==> config.mk <==
export PLATFORM = sky130hd
export DESIGN_NAME = ram_port_arbiter
export DESIGN_NICKNAME = d
export VERILOG_FILES = /design/src/rtl/ram_arb_pkg.sv /design/src/rtl/rr_arbiter2.sv /design/src/rtl/ram_port_arbiter.sv
export SDC_FILE = /design/constraint.sdc
export NUM_CORES = 1
export LEC_CHECK = 0
export CAP_MARGIN = 20
export CORE_MARGIN = 2
export CORE_UTILIZATION = 40
export CTS_CLUSTER_SIZE = 25
export DETAILED_ROUTE_END_ITERATION = 12
export PLACE_DENSITY = 0.8
export SLEW_MARGIN = 40
export SYNTH_ARGS = -nofsm -noshare
export SYNTH_HDL_FRONTEND = slang
export SYNTH_SLANG_ARGS = --single-unit
==> constraint.sdc <==
create_clock -name CLK -period 2.8 [get_ports CLK]
set_clock_uncertainty 0.2 [all_clocks]
set_input_delay 0.56 -clock CLK [delete_from_list [all_inputs] [get_ports CLK]]
set_output_delay 0.56 -clock CLK [all_outputs]
set_load 0.05 [all_outputs]
==> src/rtl/ram_arb_pkg.sv <==
// Shared definitions for the two-port RAM arbiter: FSM states, requester ids, defaults.
// Latency: none (declarations only).
// Backpressure: none (declarations only).
package ram_arb_pkg;

   typedef enum logic [1:0] {
      ST_IDLE   = 2'd0,
      ST_ACCESS = 2'd1,
      ST_DONE   = 2'd2
   } state_t;

   localparam logic REQ_A = 1'b0;
   localparam logic REQ_B = 1'b1;

   localparam int DEF_DATA_W     = 16;
   localparam int DEF_ADDR_W     = 16;
   localparam int DEF_DEPTH      = 1024;
   localparam int DEF_ACCESS_CYC = 1;

endpackage

==> src/rtl/rr_arbiter2.sv <==
// Two-way round-robin picker; ptr names the requester favoured on a tie.
// Latency: purely combinational.
// Backpressure: none; the parent only samples the grant while idle.
module rr_arbiter2
   import ram_arb_pkg::*;
(
   input  logic req_a,
   input  logic req_b,
   input  logic ptr,
   output logic gnt_vld,
   output logic gnt_id
);

   // Pick the lone requester, or the favoured one when both ask.
   always_comb begin
      gnt_vld = req_a | req_b;
      gnt_id  = REQ_A;
      if (req_a && req_b) begin
         gnt_id = ptr;
      end else if (req_b) begin
         gnt_id = REQ_B;
      end
   end

endmodule

==> src/rtl/ram_port_arbiter.sv <==
// Shares one single-port RAM between requesters A and B with round-robin grants.
// Latency: ACK appears ACCESS_CYC+2 cycles after REQ is sampled idle; out-of-range in 2.
// Backpressure: REQ is held until ACK; a waiting requester stalls while the other is served.
module ram_port_arbiter
   import ram_arb_pkg::*;
#(
   parameter int DATA_W     = DEF_DATA_W,
   parameter int ADDR_W     = DEF_ADDR_W,
   parameter int DEPTH      = DEF_DEPTH,
   parameter int ACCESS_CYC = DEF_ACCESS_CYC
) (
   input  logic              CLK,
   input  logic              RST_N,
   input  logic              A_REQ,
   input  logic              A_WE,
   input  logic [ADDR_W-1:0] A_ADDR,
   input  logic [DATA_W-1:0] A_WDATA,
   output logic              A_ACK,
   output logic              A_ERR,
   output logic [DATA_W-1:0] A_RDATA,
   input  logic              B_REQ,
   input  logic              B_WE,
   input  logic [ADDR_W-1:0] B_ADDR,
   input  logic [DATA_W-1:0] B_WDATA,
   output logic              B_ACK,
   output logic              B_ERR,
   output logic [DATA_W-1:0] B_RDATA,
   output logic              RAM_CS,
   output logic              RAM_RD,
   output logic              RAM_WR,
   output logic [ADDR_W-1:0] RAM_ADDR,
   output logic [DATA_W-1:0] RAM_DIN,
   input  logic [DATA_W-1:0] RAM_DOUT,
   output logic              BUSY
);

   // One extra bit so a DEPTH equal to 2**ADDR_W still compares correctly.
   localparam logic [ADDR_W:0] DEPTH_L  = (ADDR_W + 1)'(DEPTH);
   localparam logic [3:0]      CNT_INIT = 4'(ACCESS_CYC - 1);

   state_t              state_q, state_d;
   logic [3:0]          cnt_q, cnt_d;
   logic                ptr_q, ptr_d;
   logic                win_q, win_d;
   logic                we_q, we_d;
   logic                err_q, err_d;
   logic                ram_cs_q, ram_cs_d;
   logic                ram_rd_q, ram_rd_d;
   logic                ram_wr_q, ram_wr_d;
   logic [ADDR_W-1:0]   ram_addr_q, ram_addr_d;
   logic [DATA_W-1:0]   ram_din_q, ram_din_d;
   logic                a_ack_q, a_ack_d;
   logic                a_err_q, a_err_d;
   logic [DATA_W-1:0]   a_rdata_q, a_rdata_d;
   logic                b_ack_q, b_ack_d;
   logic                b_err_q, b_err_d;
   logic [DATA_W-1:0]   b_rdata_q, b_rdata_d;
   logic                busy_q, busy_d;

   logic                gnt_vld;
   logic                gnt_id;
   logic                cmd_we;
   logic [ADDR_W-1:0]   cmd_addr;
   logic [DATA_W-1:0]   cmd_wdata;
   logic                cmd_in_range;

   rr_arbiter2 u_rr (
      .req_a   (A_REQ),
      .req_b   (B_REQ),
      .ptr     (ptr_q),
      .gnt_vld (gnt_vld),
      .gnt_id  (gnt_id)
   );

   // Steer the candidate winner's command and range-check its address.
   always_comb begin
      cmd_we       = (gnt_id == REQ_B) ? B_WE    : A_WE;
      cmd_addr     = (gnt_id == REQ_B) ? B_ADDR  : A_ADDR;
      cmd_wdata    = (gnt_id == REQ_B) ? B_WDATA : A_WDATA;
      cmd_in_range = ({1'b0, cmd_addr} < DEPTH_L);
   end

   // Next-state and next-output logic; every output is a flop loaded from here.
   always_comb begin
      state_d    = state_q;
      cnt_d      = cnt_q;
      ptr_d      = ptr_q;
      win_d      = win_q;
      we_d       = we_q;
      err_d      = err_q;
      ram_cs_d   = ram_cs_q;
      ram_rd_d   = ram_rd_q;
      ram_wr_d   = ram_wr_q;
      ram_addr_d = ram_addr_q;
      ram_din_d  = ram_din_q;
      a_ack_d    = 1'b0;
      a_err_d    = 1'b0;
      a_rdata_d  = a_rdata_q;
      b_ack_d    = 1'b0;
      b_err_d    = 1'b0;
      b_rdata_d  = b_rdata_q;

      unique case (state_q)
         ST_IDLE: begin
            if (gnt_vld) begin
               win_d = gnt_id;
               we_d  = cmd_we;
               cnt_d = CNT_INIT;
               if (cmd_in_range) begin
                  // Strobes rise together with the ACCESS state.
                  err_d      = 1'b0;
                  state_d    = ST_ACCESS;
                  ram_cs_d   = 1'b1;
                  ram_wr_d   = cmd_we;
                  ram_rd_d   = !cmd_we;
                  ram_addr_d = cmd_addr;
                  ram_din_d  = cmd_wdata;
               end else begin
                  // Bad address: skip the RAM entirely and report.
                  err_d   = 1'b1;
                  state_d = ST_DONE;
               end
            end
         end

         ST_ACCESS: begin
            if (cnt_q == 4'd0) begin
               if (!we_q) begin
                  if (win_q == REQ_B) begin
                     b_rdata_d = RAM_DOUT;
                  end else begin
                     a_rdata_d = RAM_DOUT;
                  end
               end
               state_d  = ST_DONE;
               ram_cs_d = 1'b0;
               ram_rd_d = 1'b0;
               ram_wr_d = 1'b0;
            end else begin
               cnt_d = cnt_q - 4'd1;
            end
         end

         ST_DONE: begin
            if (win_q == REQ_B) begin
               b_ack_d = 1'b1;
               b_err_d = err_q;
               if (err_q && !we_q) begin
                  b_rdata_d = '0;
               end
            end else begin
               a_ack_d = 1'b1;
               a_err_d = err_q;
               if (err_q && !we_q) begin
                  a_rdata_d = '0;
               end
            end
            ptr_d   = ~win_q;
            state_d = ST_IDLE;
         end

         default: begin
            state_d = ST_IDLE;
         end
      endcase
   end

   // Registered busy mirrors the state being entered.
   always_comb begin
      busy_d = (state_d != ST_IDLE);
   end

   // Single state register; reset drops the strobes and discards any command.
   always_ff @(posedge CLK or negedge RST_N) begin
      if (!RST_N) begin
         state_q    <= ST_IDLE;
         cnt_q      <= 4'd0;
         ptr_q      <= REQ_A;
         win_q      <= REQ_A;
         we_q       <= 1'b0;
         err_q      <= 1'b0;
         ram_cs_q   <= 1'b0;
         ram_rd_q   <= 1'b0;
         ram_wr_q   <= 1'b0;
         ram_addr_q <= '0;
         ram_din_q  <= '0;
         a_ack_q    <= 1'b0;
         a_err_q    <= 1'b0;
         a_rdata_q  <= '0;
         b_ack_q    <= 1'b0;
         b_err_q    <= 1'b0;
         b_rdata_q  <= '0;
         busy_q     <= 1'b0;
      end else begin
         state_q    <= state_d;
         cnt_q      <= cnt_d;
         ptr_q      <= ptr_d;
         win_q      <= win_d;
         we_q       <= we_d;
         err_q      <= err_d;
         ram_cs_q   <= ram_cs_d;
         ram_rd_q   <= ram_rd_d;
         ram_wr_q   <= ram_wr_d;
         ram_addr_q <= ram_addr_d;
         ram_din_q  <= ram_din_d;
         a_ack_q    <= a_ack_d;
         a_err_q    <= a_err_d;
         a_rdata_q  <= a_rdata_d;
         b_ack_q    <= b_ack_d;
         b_err_q    <= b_err_d;
         b_rdata_q  <= b_rdata_d;
         busy_q     <= busy_d;
      end
   end

   assign A_ACK    = a_ack_q;
   assign A_ERR    = a_err_q;
   assign A_RDATA  = a_rdata_q;
   assign B_ACK    = b_ack_q;
   assign B_ERR    = b_err_q;
   assign B_RDATA  = b_rdata_q;
   assign RAM_CS   = ram_cs_q;
   assign RAM_RD   = ram_rd_q;
   assign RAM_WR   = ram_wr_q;
   assign RAM_ADDR = ram_addr_q;
   assign RAM_DIN  = ram_din_q;
   assign BUSY     = busy_q;

endmodule

After elaboration in Yosys (flattened, before gate mapping) --
Index checks and enable logic that the tools add are counted. Widths: inputs -> output; s select.
Word-level totals: bits in registers 82, input port bits 86, output and inout port bits 72, word-level logic and storage cells 91
Operators by class: $add $sub $neg 1, order comparisons 1, equal/unequal tests 12, muxes and demuxes 42, bitwise gates (word level) 2, reductions and logical operators 15
Operators by type and width (number):
- $mux 16 | 11
- $pmux 16 s2 | 2
- $ne 2x2->1 const B | 10
- $mux 1 | 19
- $lt 16x11->1 const B | 1
- $reduce_and 6->1 | 2
- $mux 4 | 2
- $pmux 4 s2 | 1
- $mux 2 | 3
- $pmux 1 s2 | 3
- $reduce_and 3->1 | 2
- $reduce_bool 2->1 | 3
- $logic_not 4->1 | 1
- $pmux 2 s2 | 1
- $reduce_and 4->1 | 1
- $sub 4x1->4 const B | 1
- $eq 2x1->1 const B | 1
- $eq 2x2->1 const B | 1
- $logic_and 1x1->1 | 2
- $logic_not 1->1 | 2
- $logic_not 2->1 | 1
- $reduce_and 2->1 | 1
- $not 1->1 | 1
- $or 1x1->1 | 1

Logic depth before layout (Yosys ltp) --
Gate-level depths: netlist (run 1).
depth after elaboration 8, depth in mapped cells 8, mapped depth without buffers 6

Modules after synthesis --
Synthesis (run 1) repeated with hierarchy kept, for this count alone.
Unflattened totals: cell total of the unflattened synthesis 264, area total of the unflattened synthesis 3717.3 µm²
Modules (own cells, without submodules):
- ram_port_arbiter | instances 1, cells each 261, area an instance 3699.8 µm², seq. area each 2052.0 µm²
- rr_arbiter2 | instances 1, cells each 3, area an instance 17.5 µm², seq. area each 0.0 µm²

Worst setup path after synthesis (run 1) --
No wires, ideal clock.
path kind input port to flip-flop, from input A_ADDR[15], to register ram_addr_q[5] (netlist: RAM_ADDR[5]), setup time 0.125 ns, arrival time 2.302 ns, required time 2.475 ns, setup slack 0.174 ns, stages on the path 5, buffers on the path 1, path through or4_1 -> a2111o_1 -> a21oi_4 -> buf_8 -> mux2_2
Between the ends: cells in the longest elaborated chain, start to end 3
Ends and longest elaborated chain:
- start, declared | line ram_port_arbiter.sv:16 | input logic [ADDR_W-1:0] A_ADDR,
- $mux 16 | line ram_port_arbiter.sv:78 | cmd_addr = (gnt_id == REQ_B) ? B_ADDR : A_ADDR;
- $lt 16x11->1 | line ram_port_arbiter.sv:80 | cmd_in_range = ({1'b0, cmd_addr} < DEPTH_L);
- $reduce_and 3->1 (no source line)
- end signal, assigned | line ram_port_arbiter.sv:204 | ram_addr_q <= ram_addr_d;
- end, declared | line ram_port_arbiter.sv:50 | logic [ADDR_W-1:0] ram_addr_q, ram_addr_d;
No other way between the ends. A chain may end at the register's enable or synchronous reset.

Worst setup path after layout (run 1) --
from input A_ADDR[14], to register ram_din_q[8] (netlist: RAM_DIN[8])
Between the ends: cells in the longest elaborated chain, start to end 3
Ends and longest elaborated chain:
- $mux 16 | line ram_port_arbiter.sv:78
- $lt 16x11->1 | line ram_port_arbiter.sv:80
- $reduce_and 3->1 (no source line)
- end signal, assigned | line ram_port_arbiter.sv:205 | ram_din_q <= ram_din_d;
- end, declared | line ram_port_arbiter.sv:51 | logic [DATA_W-1:0] ram_din_q, ram_din_d;
No other way between the ends.

==> results of run 1 <==
flip-flops by register name, summed over array words and instances, names as in the netlist, 2 cells and up:
register / cells
B_RDATA: 16
RAM_ADDR: 16
A_RDATA: 16
state_q: 2
cnt_q: 4
RAM_DIN: 16
area by class of cell:
class | count | area (um2)
multi-input combinational | 163 | 1360
clock buffer | 10 | 128
timing repair buffer | 166 | 1690
sequential | 82 | 2050
clock inverter | 6 | 115
tap | 108 | 135
fill | 718 | 3130
inverter | 19 | 71.3
worst max path at each step:
| stage | from | endpoint |
|---|---|---|
| floorplan | A_ADDR[15] | RAM_ADDR[5]$_DFFE_PN0P_ |
| global placement | A_ADDR[15] | RAM_DIN[10]$_DFFE_PN0P_ |
| detailed placement | A_ADDR[14] | RAM_ADDR[4]$_DFFE_PN0P_ |
| CTS | A_ADDR[14] | RAM_DIN[9]$_DFFE_PN0P_ |
| global route | cnt_q[0]$_DFFE_PN0P_ | A_RDATA[10]$_DFFE_PN0P_ |
| finish | A_ADDR[14] | RAM_DIN[8]$_DFFE_PN0P_ |
routing by layer:
metal	track usage [%]	wire length, um	vias to the layer above
met5	0	0	-
met3	5.25	677	10
met4	5.69	102	0
met2	31.0	4300	105
met1	22.3	3520	1274
li1	-	-	1285
logic make-up (layout without fill, tap and decap cells):
family,count (synthesis),count (layout),synth area share [%]
muxes,72,72,22.0
buffers and inverters,31,201,4.35
DFF,82,82,57.5
xor gates and xnor gates,2,2,0.491
and+or+nand+nor,57,57,8.10
adders and majority gates,2,2,0.701
AOI/OAI and AO/OA,30,30,6.83
timing repair:
item / 4_1_cts / 5_1_grt
hold endpoints to repair: 33 / 0
hold buffers: 1 / 0
gates resized for setup: 0 / 0
buffers inserted: 0 / 0
placed cells by master (no fill, tap or decap), types with 5 or more instances in the layout:
| cell type | synthesis | routed |
|---|---|---|
| mux2_2 | 53 | 53 |
| inv_1 | 19 | 19 |
| o21ai_0 | 7 | 7 |
| clkdlybuf4s50_1 | 0 | 156 |
| mux2i_1 | 19 | 19 |
| dfrtp_1 | 82 | 82 |
| nor2_1 | 6 | 6 |
| nor2b_1 | 8 | 8 |
| buf_4 | 1 | 5 |
| a22o_1 | 16 | 16 |
| nand2_1 | 26 | 26 |
| clkbuf_8 | 0 | 9 |
power by group:
group	internal (mW)	switching, mW
Sequential	1.40	0.133
Combinational	0.648	1.06
Clock	0.596	0.415
Total	2.65	1.61
worst max-delay path, cell delays in order:
cell and delay (ns):
clkdlybuf4s50_1 0.41, or4_1 0.51, a2111o_1 0.46, a21oi_4 0.21
buf_4 0.20, mux2_2 0.35
metrics by stage:
stage / TNS (ns) / area (um2) / hold WS, ns / cells / utilization (%)
floorplan: 0 / 3570 / 0.0644 / 276 / -
finish: 0 / 5550 / 0.304 / 554 / 64.0
CTS: 0 / 5550 / 0.308 / 554 / 64.0
detailed placement: -7.02 / 5300 / 0.286 / 537 / 61.1
global placement: -4.69 / 5300 / 0.268 / 537 / 61.1
global route: 0 / 5550 / 0.327 / 554 / 64.0
==> summary.md, run 1 <==
| Metric | Value |
|---|---|
| Final hold violation count | `0` |
| Critical path class | `input pin to flip-flop` |
| Leakage | `between 2 and 2.5 nW` |
| Die H | `98.5 um` |
| Gr ovfl total | `0` |
| Slew @ Worst Pin | `roughly 0.62 ns` |
| Remaining DRCs | `0` |
| Synth area leader | `dfrtp_1` |
| Setup WS post-layout | `0.122 ns` |
| CP Capture Type | `flip-flop` |
| Top cells by count, synth | `dfrtp_1, mux2_2, nand2_1, inv_1, mux2i_1` |
| Crit path time final | `~2.7 ns` |
| Routed wire length | `roughly 8.6 mm` |
| Share of layout cells above drive strength 1 | `a little under a fifth` |
| # clock sinks | `between 80 and 90` |
| Initial antenna violation count | `0` |
| TritonCTS Buffers | `9` |
| Gr usage total | `a little under a fifth` |
| Final period util | `95.6%` |
| Data required, critical path | `about 2.8 ns` |
| Critical R2R Capture | `A_RDATA[10]$_DFFE_PN0P_` |
| Worst flop-to-flop path startpoint | `cnt_q[0]$_DFFE_PN0P_` |
| H-tree levels | `3` |
| Hold Path Sink | `RAM_CS$_DFFE_PN0P_` |
| Reg2Reg Setup Slack | `approximately 0.16 ns` |
| CP startpoint kind | `input pin` |
| Crit path max fanout | `8` |
| Synth top area share | `between 50 and 60%` |
| Clock root buffer | `clkbuf_8` |
| CTS tree | `done` |
| VDD IR max | `between 0.3 and 0.4 mV` |
| Synth area leaders | `dfrtp_1, mux2_2, mux2i_1` |
| Outcome | `completed` |
| Setup repair after global routing missed its margin | `false` |
| Max Slew Vio Count | `0` |
| Fraction of registers with async set/reset | `100%` |
| WL/cell | `15.5 um` |
| Total Power | `about 4.3 mW` |
| Cell with the most instances after synthesis | `dfrtp_1` |
| Sequential fraction of the synthesis area | `between 50 and 60%` |
| Area growth, synth to finish | `55.6%` |
| Die X | `98.5 um` |
| Pwr dens | `approximately 770 nW/um2` |
| Syn_nets | `roughly 360` |
| Synth warn | `0` |
| Hpwl dp | `6.46 mm` |
| Post-layout net count | `roughly 530` |
| Slew margin rel. | `approximately three fifths` |
| Global-route wire length before repair | `between 10 and 15 mm` |
| Vias | `~2,700` |
| Number of synthesized flops with an enable pin | `0` |
| Deepest clock path buffer count | `2` |
| IO Port Bufs | `between 150 and 200` |
| Pre-antenna DRT Iters | `4` |
| Synth unique cells | `33` |
| Initial DRC Count | `approximately 110` |
| Synth Register Bits | `82` |
| Largest net degree at the start of global routing | `50` |
| Initial Util | `about two fifths` |
| Worst-path clk slew | `about 0.08 ns` |
| Via/cell ratio | `~4.8` |
| R2R cell count | `6` |
| Die ar. | `9700 um2` |
| Num ports | `~160` |
| HP Start | `RAM_CS$_DFFE_PN0P_` |
| Row cnt | `34` |
| Hold Path Stages | `1` |
| Mean Syn Cell Area | `~13 um2` |
| Critical Path AT | `between 2 and 3 ns` |
| Inserted Diodes | `0` |
| Clk Latency, worst-skew pair | `between 0.3 and 0.4 ns` |
| Post-DRT Antenna Nets | `0` |
| Post-place setup slack | `-0.233 ns` |
| Hold Path Class | `flip-flop to flip-flop` |
| Cells after Synth | `276` |
| Fmax | `between 300 and 400 MHz` |
| GPL Wtd Cong | `between 0.7 and 0.8` |
| Max-cap violations | `0` |
| Post-synth top flop | `dfrtp_1` |
| Synthesized area | `3570 um2` |
| Vias in the first global route | `approximately 2,900` |
| Core area | `8680 um2` |
| Setup violators final | `0` |
Power figures use the tool's default switching activity.
==> inputs of run 2 (changes only) <==
--- a/config.mk
+++ b/config.mk
@@ -15,3 +15,4 @@
 export SYNTH_ARGS = -nofsm -noshare
 export SYNTH_HDL_FRONTEND = slang
 export SYNTH_SLANG_ARGS = --single-unit
+export TNS_END_PERCENT = 20
==> results of run 2 <==
Same layout as run 1: the final DEF is identical, and so are final timing and power.
